`config.mk`:
```
export PLATFORM = sky130hd
export DESIGN_NAME = exhaustive_stim_capture_flat
export DESIGN_NICKNAME = d
export VERILOG_FILES = /design/src/rtl/exhaustive_stim_capture_if.sv /design/src/rtl/exhaustive_stim_capture.sv /design/src/flat_wrapper.sv
export SDC_FILE = /design/constraint.sdc
export NUM_CORES = 1
export LEC_CHECK = 0
export CAP_MARGIN = 10
export CORE_ASPECT_RATIO = 1.5
export CORE_UTILIZATION = 40
export DETAILED_ROUTE_END_ITERATION = 12
export GPL_ROUTABILITY_DRIVEN = 0
export HOLD_SLACK_MARGIN = 0.02
export PLACE_DENSITY = 0.7
export SLEW_MARGIN = 20
export SYNTH_ARGS = -nofsm -noshare
export SYNTH_HDL_FRONTEND = slang
export SYNTH_SLANG_ARGS = --single-unit
```
`constraint.sdc`:
```
create_clock -name CK -period 1.85 [get_ports CK]
set_input_delay 0.2775 -clock CK [delete_from_list [all_inputs] [get_ports CK]]
set_output_delay 0.2775 -clock CK [all_outputs]
set_load 0.02 [all_outputs]
```
`src/rtl/exhaustive_stim_capture_if.sv`:
```
// Bus between the exhaustive stimulus/capture engine and whatever drives it.
//
// Handshake: start is a level, not a valid/ready pair. The engine samples it
// on every rising clock edge and acts on it only while idle or done
// (busy == 0). While busy it is ignored. No acknowledge is returned. The rise
// of done marks a complete sweep. stim, resp_vec and sig are then valid and
// they hold until the next accepted start or a reset.
interface exhaustive_stim_capture_if #(
    parameter int N_WIDTH = 2
);
    logic                    start;
    logic                    resp_in;
    logic [N_WIDTH-1:0]      stim;
    logic                    busy;
    logic                    done;
    logic [2**N_WIDTH-1:0]   resp_vec;
    logic [15:0]             sig;
    logic [1:0]              state_dbg;

    modport master (
        output start, resp_in,
        input  stim, busy, done, resp_vec, sig, state_dbg
    );

    modport slave (
        input  start, resp_in,
        output stim, busy, done, resp_vec, sig, state_dbg
    );
endinterface

```
`src/rtl/exhaustive_stim_capture.sv`:
```
// Exhaustive stimulus sweep with response capture.
// On start, the engine walks stim through 0 .. 2**N_WIDTH-1. It holds each
// vector for SETTLE_CYC settle cycles plus one sample cycle. It captures
// resp_in into resp_vec[stim] on the sample cycle.
// Optional feature macro: STIM_MISR_EN adds a 16-bit MISR signature over the
// sampled responses. Without it, sig is tied to zero.
module exhaustive_stim_capture #(
    parameter int N_WIDTH    = 2,
    parameter int SETTLE_CYC = 1
) (
    input  logic                       CK,
    input  logic                       reset,
    exhaustive_stim_capture_if.slave   bus
);
    localparam int                 VEC_W       = 2**N_WIDTH;
    localparam logic [N_WIDTH-1:0] STIM_LAST   = '1;
    localparam logic [7:0]         SETTLE_LAST = 8'(SETTLE_CYC - 1);

    typedef enum logic [1:0] {
        IDLE   = 2'd0,
        SETTLE = 2'd1,
        SAMPLE = 2'd2,
        DONE   = 2'd3
    } state_t;

    state_t             state;
    logic [N_WIDTH-1:0] stim_q;
    logic [7:0]         count;
    logic [VEC_W-1:0]   resp_q;
    logic               busy_q;
    logic               done_q;
    logic               launch;

    // A sweep can only begin from a resting state; start is ignored mid-sweep.
    assign launch = ((state == IDLE) || (state == DONE)) && bus.start;

    // Sweep sequencer: stim stepping, settle counting and response capture.
    always_ff @(posedge CK) begin
        if (reset) begin
            state  <= IDLE;
            stim_q <= '0;
            count  <= '0;
            resp_q <= '0;
            busy_q <= 1'b0;
            done_q <= 1'b0;
        end else begin
            case (state)
                IDLE, DONE: begin
                    if (launch) begin
                        state  <= SETTLE;
                        stim_q <= '0;
                        count  <= '0;
                        resp_q <= '0;
                        busy_q <= 1'b1;
                        done_q <= 1'b0;
                    end
                end
                SETTLE: begin
                    count <= count + 8'd1;
                    if (count == SETTLE_LAST) begin
                        state <= SAMPLE;
                    end
                end
                SAMPLE: begin
                    resp_q[stim_q] <= bus.resp_in;
                    if (stim_q == STIM_LAST) begin
                        // The all-ones vector ends the sweep; stim never wraps.
                        state  <= DONE;
                        busy_q <= 1'b0;
                        done_q <= 1'b1;
                    end else begin
                        state  <= SETTLE;
                        stim_q <= stim_q + 1'b1;
                        count  <= '0;
                    end
                end
                default: begin
                    state <= IDLE;
                end
            endcase
        end
    end

`ifdef STIM_MISR_EN
    logic [15:0] sig_q;

    // CRC-16/CCITT-style MISR folds in one response bit per sample cycle.
    always_ff @(posedge CK) begin
        if (reset) begin
            sig_q <= 16'hFFFF;
        end else if (launch) begin
            sig_q <= 16'hFFFF;
        end else if (state == SAMPLE) begin
            sig_q <= {sig_q[14:0], 1'b0}
                   ^ (sig_q[15] ? 16'h1021 : 16'h0000)
                   ^ {15'b0, bus.resp_in};
        end
    end

    assign bus.sig = sig_q;
`else
    assign bus.sig = 16'h0000;
`endif

    assign bus.stim      = stim_q;
    assign bus.busy      = busy_q;
    assign bus.done      = done_q;
    assign bus.resp_vec  = resp_q;
    assign bus.state_dbg = state;

endmodule
```
`src/flat_wrapper.sv`:
```
// flat-port wrapper written by rule: the top's interface ports become plain ports
module exhaustive_stim_capture_flat 
#(
    parameter int N_WIDTH    = 2,
    parameter int SETTLE_CYC = 1
)
  (CK, reset, bus_start, bus_resp_in, bus_stim, bus_busy, bus_done, bus_resp_vec, bus_sig, bus_state_dbg);
  exhaustive_stim_capture_if #(.N_WIDTH(N_WIDTH)) bus_i ();
  input  logic CK;
  input  logic reset;
  input wire logic [$bits(bus_i.start)-1:0] bus_start;
  input wire logic [$bits(bus_i.resp_in)-1:0] bus_resp_in;
  output wire logic [$bits(bus_i.stim)-1:0] bus_stim;
  output wire logic [$bits(bus_i.busy)-1:0] bus_busy;
  output wire logic [$bits(bus_i.done)-1:0] bus_done;
  output wire logic [$bits(bus_i.resp_vec)-1:0] bus_resp_vec;
  output wire logic [$bits(bus_i.sig)-1:0] bus_sig;
  output wire logic [$bits(bus_i.state_dbg)-1:0] bus_state_dbg;
  assign bus_i.start = bus_start;
  assign bus_i.resp_in = bus_resp_in;
  assign bus_stim = bus_i.stim;
  assign bus_busy = bus_i.busy;
  assign bus_done = bus_i.done;
  assign bus_resp_vec = bus_i.resp_vec;
  assign bus_sig = bus_i.sig;
  assign bus_state_dbg = bus_i.state_dbg;
  exhaustive_stim_capture #(.N_WIDTH(N_WIDTH), .SETTLE_CYC(SETTLE_CYC)) u_core (.CK(CK), .reset(reset), .bus(bus_i));
endmodule
```
# Word level (Yosys, flattened, before mapping)
# Index checks and enable logic that the tools add are counted.
dict set report totals {
  word_cells 51
  inputBits 4
  reg_bits 18
}
dict set report op_classes {
  eq_ne 8
  addsub 2
  muxes 21
  n_reduce_logical 12
  magnitude_cmp 2
}
# cell count
set ops {}
lappend ops {{8-bit one-hot mux with 3 select lines} 1}
lappend ops {{8-bit two-way mux} 2}
lappend ops {{2-bit two-way mux} 5}
lappend ops {{8-bit by 1-bit adder with 8-bit output (second input constant)} 1}
lappend ops {{8-bit logical NOT} 1}
lappend ops {{4-bit one-hot mux with 2 select lines} 1}
lappend ops {{2-bit == test (second input constant)} 3}
lappend ops {{2-bit by 1-bit inequality test with 1-bit output (second input constant)} 3}
lappend ops {{2-bit one-hot mux with 3 select lines} 1}
lappend ops {{2-bit AND reduction} 3}
lappend ops {{3-bit AND reduction} 2}
lappend ops {{1-bit two-way mux} 5}
lappend ops {{4-bit bitwise mux} 1}
lappend ops {{4-bit two-way mux} 1}
lappend ops {{1-bit one-hot mux with 2 select lines} 2}
lappend ops {{2-bit one-hot mux with 2 select lines} 1}
lappend ops {{2-bit by 3-bit < comparator with 1-bit output (second input constant)} 1}
lappend ops {{2-bit by 1-bit adder with 2-bit output (second input constant)} 1}
lappend ops {{1-bit demux with 2-bit select} 1}
lappend ops {{2-bit by 1-bit == test with 1-bit output (second input constant)} 1}
lappend ops {{2-bit by 1-bit >= comparator with 1-bit output (second input constant)} 1}
lappend ops {{1-bit logical AND} 2}
lappend ops {{2-bit logical NOT} 1}
lappend ops {{2-bit inequality test (second input constant)} 1}
lappend ops {{other kinds (3)} 3}

# Depth between registers and ports, before layout
# Gate-level depths: netlist of the first run.
dict set report depth {
  ltp_word 6
  depth_mapped 8
}

# Least setup slack after synthesis of the first run
# OpenSTA, ideal clock, no wires.
dict set report synth_path {
  kind {register to register}
  from {register u_core.state[0], in the netlist u_core.bus.state_dbg[0]}
  to {register u_core.count[7]}
  path_stages_with_launch 8
  required_time_ns 1.778
  arrival_time_ns 1.887
  slack_ns -0.109
  n_path_buf 1
  setup_ns 0.072
  cell_sequence {dfxtp_1 inv_1 ha_1 nand2b_1 buf_2 nand2_2 or4_1 a21oi_1}
}
dict set report synth_via {
  elab_chain_len 5
  elab_cells_between_ends 11
}
# item line
set synth_rtl {}
lappend synth_rtl {{from (decl)} exhaustive_stim_capture.sv:26} ;# state_t state;
lappend synth_rtl {{from (signal assigned)} exhaustive_stim_capture.sv:40} ;# state <= IDLE;
lappend synth_rtl {{from (signal assigned)} exhaustive_stim_capture.sv:50} ;# state <= SETTLE;
lappend synth_rtl {{from (signal assigned)} exhaustive_stim_capture.sv:61} ;# state <= SAMPLE;
lappend synth_rtl {{2-bit == test / 2-bit logical NOT (equally long branches)} {exhaustive_stim_capture.sv:35, exhaustive_stim_capture.sv:47}}
lappend synth_rtl {{1-bit logical OR} exhaustive_stim_capture.sv:35} ;# assign launch = ((state == IDLE) || (state == DONE)) && bus.start;
lappend synth_rtl {{1-bit logical AND} exhaustive_stim_capture.sv:35}
lappend synth_rtl {{2-bit by 1-bit inequality test with 1-bit output (no source line)} -}
lappend synth_rtl {{2-bit AND reduction (no source line)} -}
lappend synth_rtl {{to (signal assigned)} exhaustive_stim_capture.sv:59} ;# count <= count + 8'd1;
lappend synth_rtl {{to (decl)} exhaustive_stim_capture.sv:28} ;# logic [7:0] count;
# Several ways; a longest one is shown, not always the timed one.
# A chain may end at the register's enable or synchronous reset.

# Worst setup path in the final report of the first run
dict set report layout_path {
  from {register u_core.state[0], in the netlist u_core.bus.state_dbg[0]}
  to {register u_core.count[6]}
}
# The elaborated chain is that of the path after synthesis.

==> flow_summary.json, run 1 <==
{
  "run_status": "finished clean",
  "clk_latency_ns": 0.26,
  "powerDensity_mw_per_mm2": 870,
  "cts_resized": 0,
  "die_width_microns": 46.2,
  "drv.max_cap_violation_count": 0,
  "detail_route.vias_per_cell": 5.02,
  "setup.worst_path.end_class": "flop",
  "final_common_cell": "dfxtp_1",
  "global_route.usage.met2_pct": 32.7,
  "p_comb_share_pct": 35.7,
  "floorplan.io_pins": 30,
  "num-nets-final": 170,
  "critical-path-slowest-cell": "dfxtp_2",
  "finalWirelength_microns": 2440,
  "required_ns": 2.00,
  "cts-buffers-inserted": 3,
  "number_of_flip_flops_and_latches_in_the_synthesized_netlist": 18,
  "timing.fmax_mhz": 590,
  "grt_first_pass_wirelength_microns": 3980,
  "power_report.internal_total_w": 0.000790,
  "port-buffer-count": 13,
  "final_cycle_utilization_of_the_critical_path_pct": 91.6,
  "postCtsSetupRepairBufs": 0,
  "drt_drc_violations_left": 0,
  "clk_transition_reported_paths_ns": 0.07,
  "drtPass1Iterations": 4,
  "route.antenna.remaining_nets": 0,
  "worstPathMaxFanout": 10,
  "layout.core_utilization_pct": 50.3,
  "groute.layer.met3.usage_pct": 2.64,
  "critPathBufInv": 2,
  "gate_count_after_technology_mapping": 138,
  "vias": 963,
  "rsz0062_at_grt": "no",
  "clk_root_buffer_cell": "clkbuf_8",
  "power.sequential.fraction_pct": 37.0,
  "groute.usage.overall_pct": 17.7,
  "setup_clock_skew_after_layout_ns": 0.00401,
  "cts_sinks": 18,
  "synthArstFlopShare_pct": 0,
  "whs_ns": 0.479,
  "area_growth_syn_to_layout_pct": 17.5,
  "drt_iter0_markers": 18,
  "ff2ff_setup_slack_ns": 0.15,
  "synthesis.area_sq_mm": 0.00117,
  "initial_antenna_violation_count": 0,
  "detailed_place.area_sq_mm": 0.00132,
  "commonest_non_fill_non_tap_cells_in_the_layout": "dfxtp_1 (17), conb_1 (16), clkdlybuf4s50_1 (13)",
  "power.switching_fraction_pct": 34.0,
  "globalRouteOverflowTotal": 0,
  "grt.busiest_layer": "met2",
  "route.detailed.wl_per_inst_microns": 12.7,
  "critical_path.endpoint": "u_core.count[6]",
  "setup_crit_path_kind": "reg2reg",
  "p_switching_w": 0.000407,
  "finalWorstPathRequiredPeriod_ns": 1.70,
  "vdd.ir_drop.worst_v": 0.000463,
  "layout-drive-gt1-share_pct": 11.0,
  "synth_seq_area_share_pct": 30.8,
  "hold_viol_final": 0,
  "floorplan.initialDensity_pct": 42.8,
  "cts_tree": "yes",
  "critical_path_cell_count": 7,
  "die_h_microns": 68.2,
  "full_die_area_sq_mm": 0.00315,
  "via_count_of_the_first_global_routing_pass": 952,
  "cpPeakStageDelay_ns": 0.37,
  "synth-edff-count": 0,
  "worstReg2RegStart": "u_core.bus.state_dbg[0]",
  "synth.yosys.warnings": 0,
  "postSynth.topFlopCell": "dfxtp_1",
  "final_max_slew_violation_count": 0,
  "clk_path_buf_depth": 2,
  "number_of_diodes_added_for_antenna_fixing": 0,
  "setup_viol": 0,
  "floorplan.rows": 23,
  "grt_start_max_net_pins": 12,
  "startpoint": "u_core.bus.state_dbg[0]",
  "layout.cell_area.non_filler_sq_mm": 0.00138,
  "worstHoldPathType": "reg2reg",
  "timing.critical_path.from_type": "flop",
  "place_hpwl_microns": 1900,
  "worstHoldStart": "u_core.bus.resp_vec[0]",
  "cts_hold_buf": 0,
  "synth.lib_cells_used.distinct": 34,
  "r2r_cells": 7,
  "critical_path.reg2reg.endpoint": "u_core.count[6]",
  "cells_traversed_along_the_worst_timing_path": "inv_1 -> ha_4 -> nor2b_1 -> buf_4 -> nor4_1 -> xnor2_1 -> nor2_1",
  "fp.coreArea_sq_mm": 0.00273,
  "syn-mean-instance-area_sq_um": 8.48,
  "cpLargestDelayFamily": "simple AND/OR/NAND/NOR gates",
  "clock_power_share_pct": 27.2,
  "cts-htree-levels": 1,
  "tns_ns": 0,
  "cp_data_arrival_time_ns": 1.85,
  "grt.met1_usage_pct": 16.7,
  "power.leakage_nw": 0.535
}
## worst min-delay path by stage
stage | slack, ns | endpoint | cells after the start
after floorplan | 0.43 | u_core.bus.resp_vec[3] | 2
after detailed placement | 0.47 | u_core.bus.resp_vec[0] | 2
after CTS | 0.48 | u_core.bus.resp_vec[0] | 2
after global placement | 0.46 | u_core.bus.resp_vec[1] | 2
after global routing | 0.50 | u_core.bus.resp_vec[0] | 2
final | 0.48 | u_core.bus.resp_vec[0] | 2
## flip-flops by register name, indices dropped and copies added, names as in the netlist
register and cells:
u_core.bus.busy 1, u_core.bus.done 1, u_core.bus.resp_vec 4, u_core.bus.state_dbg 2, u_core.count 8, u_core.bus.stim 2
## through the flow
stage               power (W)  setup WS (ns)  std cells
floorplan            0.000771         0.0734        153
global placement     0.000862          0.142        188
detailed placement   0.000878          0.131        188
CTS                   0.00121          0.150        192
global route          0.00127         0.0165        192
finish                0.00120          0.155        192
## power groups by stage
stage          sequential (W)  clock (W)  combinational, W
6_report             0.000443   0.000326          0.000428
5_1_grt              0.000447   0.000351          0.000472
4_1_cts              0.000443   0.000338          0.000428
3_5_place_dp         0.000452          0          0.000426
3_3_place_gp         0.000448          0          0.000414
2_1_floorplan        0.000467          0          0.000304
## kinds of logic after synthesis
| group | Yosys count | synth area share (%) |
|---|---|---|
| and+or+nand+nor | 46 | 23.4 |
| adders and majority gates | 10 | 10.7 |
| other | 1 | 0.321 |
| DFF | 18 | 30.8 |
| muxes | 3 | 2.57 |
| AOI/OAI and AO/OA | 24 | 12.7 |
| buffers and inverters | 30 | 15.0 |
| xor gates and xnor gates | 6 | 4.49 |
## worst min-delay path: stages (launching register included)
cell and delay, ns:
dfxtp_1 0.31, o21ai_0 0.06, a21oi_1 0.06
## routing by layer
| layer | share of wire (%) | up-vias |
|---|---|---|
| met5 | 0 | - |
| met4 | 3.0 | 0 |
| met3 | 2.8 | 7 |
| met2 | 56 | 25 |
| met1 | 38 | 456 |
| li1 | - | 475 |
## synthesized netlist by cell type (2+ instances only)
cell / n / area share, %
a21oi_1: 10 / 4.3
a31o_1: 2 / 1.5
and2_1: 2 / 1.1
buf_2: 2 / 0.86
buf_4: 16 / 10
clkbuf_1: 3 / 0.96
dfxtp_1: 18 / 31
ha_1: 10 / 11
inv_1: 9 / 2.9
mux2i_1: 3 / 2.6
nand2_1: 7 / 2.2
nand3_1: 5 / 2.1
nand4_1: 2 / 1.1
nand4b_1: 2 / 1.5
nor2_1: 10 / 3.2
nor2b_1: 5 / 2.7
nor3_1: 3 / 1.3
nor4_1: 3 / 1.6
o21ai_0: 6 / 2.6
o21ai_1: 2 / 0.86
xnor2_1: 5 / 3.7
## layout make-up
class / count / area [sq um]
fillers: 283 / 1360
multi-input cells: 105 / 703
flip-flops and latches: 18 / 362
repair buffers: 19 / 175
clock buffers: 4 / 55.1
well taps: 37 / 46.3
inverters: 9 / 33.8
No activity file was read; power rests on OpenSTA's default activity.
==> run 2, diff against run 1 <==
--- a/config.mk
+++ b/config.mk
@@ -5,13 +5,14 @@
 export SDC_FILE = /design/constraint.sdc
 export NUM_CORES = 1
 export LEC_CHECK = 0
+export ABC_AREA = 1
 export CAP_MARGIN = 10
 export CORE_ASPECT_RATIO = 1.5
 export CORE_UTILIZATION = 40
 export DETAILED_ROUTE_END_ITERATION = 12
 export GPL_ROUTABILITY_DRIVEN = 0
 export HOLD_SLACK_MARGIN = 0.02
-export PLACE_DENSITY = 0.7
+export PLACE_DENSITY = 0.71
 export SLEW_MARGIN = 20
 export SYNTH_ARGS = -nofsm -noshare
 export SYNTH_HDL_FRONTEND = slang
==> flow_summary.json, run 2 <==
{
  "p_switching_w": 0.000395,
  "cts_sinks": 18,
  "cp_common_cell": "inv_1",
  "cts-htree-levels": 1,
  "setup_clock_skew_after_layout_ns": 0.00262,
  "rsz0062_at_grt": "no",
  "hold_viol_final": 0,
  "ff2ff_setup_slack_ns": 0.22,
  "fillCellCount": 275,
  "layout-drive-gt1-share_pct": 11.0,
  "critPathBufInv": 2,
  "p_comb_share_pct": 35.0,
  "area_growth_syn_to_layout_pct": 15.6,
  "postCtsSetupRepairBufs": 0,
  "final_cycle_utilization_of_the_critical_path_pct": 88.0,
  "clk_path_buf_depth": 2,
  "required_ns": 1.99,
  "floorplan.rows": 23,
  "critical-path-slowest-cell": "dfxtp_1",
  "fp.coreArea_sq_mm": 0.00268,
  "cpLargestDelayFamily": "simple AND/OR/NAND/NOR gates",
  "clk_latency_ns": 0.25,
  "grt_first_pass_wirelength_microns": 3550,
  "layout.cell_area.non_filler_sq_mm": 0.00130,
  "drtPass1Iterations": 4,
  "via_count_of_the_first_global_routing_pass": 899,
  "die_width_microns": 45.2,
  "power.leakage_nw": 0.569,
  "setup_viol": 0,
  "commonest_non_fill_non_tap_cells_in_the_layout": "nand2_1 (27), inv_1 (21), dfxtp_1 (18)",
  "final_max_slew_violation_count": 0,
  "worstPathMaxFanout": 12,
  "place_hpwl_microns": 1830,
  "initial_antenna_violation_count": 0,
  "cts_hold_buf": 0,
  "run_status": "finished clean",
  "port-buffer-count": 13,
  "number_of_diodes_added_for_antenna_fixing": 0,
  "floorplan.initialDensity_pct": 41.9,
  "drt_iter0_markers": 26,
  "num-nets-final": 188,
  "detail_route.vias_per_cell": 4.58,
  "post_synth_main_area_contributors": "dfxtp_1 (32%), ha_1 (11%), buf_4 (11%)",
  "setup.worst_path.end_class": "flop",
  "drv.max_cap_violation_count": 0,
  "clk_root_buffer_cell": "clkbuf_8",
  "number_of_flip_flops_and_latches_in_the_synthesized_netlist": 18,
  "powerDensity_mw_per_mm2": 845,
  "setup_crit_path_kind": "reg2reg",
  "route.detailed.wl_per_inst_microns": 10.5,
  "synth.top_cell.area_share_pct": 32.1,
  "cp_data_arrival_time_ns": 1.77,
  "cell_type_with_the_highest_aggregate_area_in_the_netlist": "dfxtp_1",
  "gate_count_after_technology_mapping": 156,
  "netlist_top_cells_count": "nand2_1 (27), inv_1 (21), dfxtp_1 (18)",
  "critical_path.reg2reg.endpoint": "u_core.count[5]",
  "drt_drc_violations_left": 0,
  "detailed_place.area_sq_mm": 0.00124,
  "synth-edff-count": 0,
  "cts_tree": "yes",
  "cells_traversed_along_the_worst_timing_path": "inv_1 -> ha_1 -> nand2_2 -> nand2_4 -> o21ai_4 -> inv_1 -> nand3_1 -> nor2_1",
  "synth.yosys.warnings": 0,
  "yosys.cell_count.top_type": "nand2_1",
  "grt_start_max_net_pins": 13,
  "r2r_cells": 8,
  "finalWorstPathRequiredPeriod_ns": 1.63,
  "power.switching_fraction_pct": 36.0,
  "vias": 958,
  "route.antenna.remaining_nets": 0,
  "postSynth.topFlopCell": "dfxtp_1",
  "whs_ns": 0.447,
  "synthesis.area_sq_mm": 0.00112,
  "die_h_microns": 66.8,
  "timing.critical_path.from_type": "flop",
  "worstReg2RegStart": "u_core.bus.state_dbg[0]",
  "cpPeakStageDelay_ns": 0.39,
  "synth_seq_area_share_pct": 32.1,
  "tns_ns": 0,
  "syn-mean-instance-area_sq_um": 7.19,
  "vdd.ir_drop.worst_v": 0.000523,
  "clock_power_share_pct": 24.1,
  "power_report.internal_total_w": 0.000701,
  "power.sequential.fraction_pct": 40.9,
  "globalRouteOverflowTotal": 0,
  "timing.fmax_mhz": 614,
  "finalWirelength_microns": 2190,
  "final_common_cell": "nand2_1",
  "timing.hold.worst_path_depth": 2,
  "total_power_w": 0.00110,
  "worstHoldStart": "u_core.bus.done",
  "synthArstFlopShare_pct": 0,
  "groute.usage.overall_pct": 16.0,
  "largest_register_ffs": 8,
  "largest_register_by_flop_count": "u_core.count",
  "cts-buffers-inserted": 3,
  "full_die_area_sq_mm": 0.00302,
  "floorplan.io_pins": 30,
  "worstHoldPathType": "reg2reg",
  "clk_transition_reported_paths_ns": 0.06,
  "timing.hold.worst_endpoint": "u_core.bus.done",
  "synth.lib_cells_used.distinct": 22
}
run 2: area by class of cell:
class                      count  area (sq um)  share of cell area, %
sequential                    18           360                   27.8
timing repair buffer          15           145                   11.2
tap                           37          46.3                   3.57
clock buffer                   3          41.3                   3.19
multi-input combinational    113           617                   47.6
inverter                      23          86.3                   6.66
run 2: how the worst max path moves through the flow:
stage / from / endpoint / slack (ns) / depth (start not counted)
floorplan: u_core.bus.state_dbg[0] / u_core.count[5] / 0.16 / 9
global placement: u_core.bus.state_dbg[0] / u_core.count[7] / 0.18 / 8
detailed placement: u_core.bus.state_dbg[0] / u_core.count[7] / 0.10 / 8
CTS: u_core.bus.state_dbg[0] / u_core.count[7] / 0.08 / 8
global route: u_core.bus.state_dbg[0] / u_core.count[7] / 0.06 / 8
finish: u_core.bus.state_dbg[0] / u_core.count[5] / 0.22 / 8
run 2: through the flow:
stage / util (%) / setup slack (ns) / cells
detailed placement: 46.2 / 0.103 / 206
global route: 48.4 / 0.0630 / 209
global placement: 46.2 / 0.180 / 206
floorplan: - / 0.165 / 171
finish: 48.4 / 0.222 / 209
CTS: 47.8 / 0.0837 / 209
run 2: kinds of logic (layout without fill, tap and decap cells):
family                     count (synthesis)  count (layout)  share of synthesized area (%)
and+or+nand+nor                           67              67                           26.7
other                                      1              16                          0.335
buffers and inverters                     40              41                           19.4
AOI/OAI and AO/OA                         20              20                           10.3
adders and majority gates                 10              10                           11.2
DFF                                       18              18                           32.1
run 2: worst min-delay path: stages (launching register included):
cell and delay (ns):
dfxtp_1 0.31, inv_1 0.05, a21oi_1 0.05
run 2: layer usage:
metal | GRT usage [%] | vias up | routed length (microns)
li1 | - | 492 | -
met1 | 15.6 | 451 | 822
met2 | 31.7 | 13 | 1300
met3 | 3.25 | 2 | 62
met4 | 4.55 | 0 | 14
met5 | 0 | - | 0
run 2: power by group through the flow:
stage	Combinational (W)	Sequential, W	Clock, W
5_1_grt	0.000426	0.000452	0.000295
3_5_place_dp	0.000375	0.000457	0
6_report	0.000384	0.000448	0.000264
4_1_cts	0.000376	0.000448	0.000274
2_1_floorplan	0.000267	0.000482	0
3_3_place_gp	0.000366	0.000455	0
run 2: what timing repair did:
item | CTS | global route
resized for setup | 0 | 3
endpoints found under the setup margin | 0 | 4
hold endpoints to repair | 0 | 0
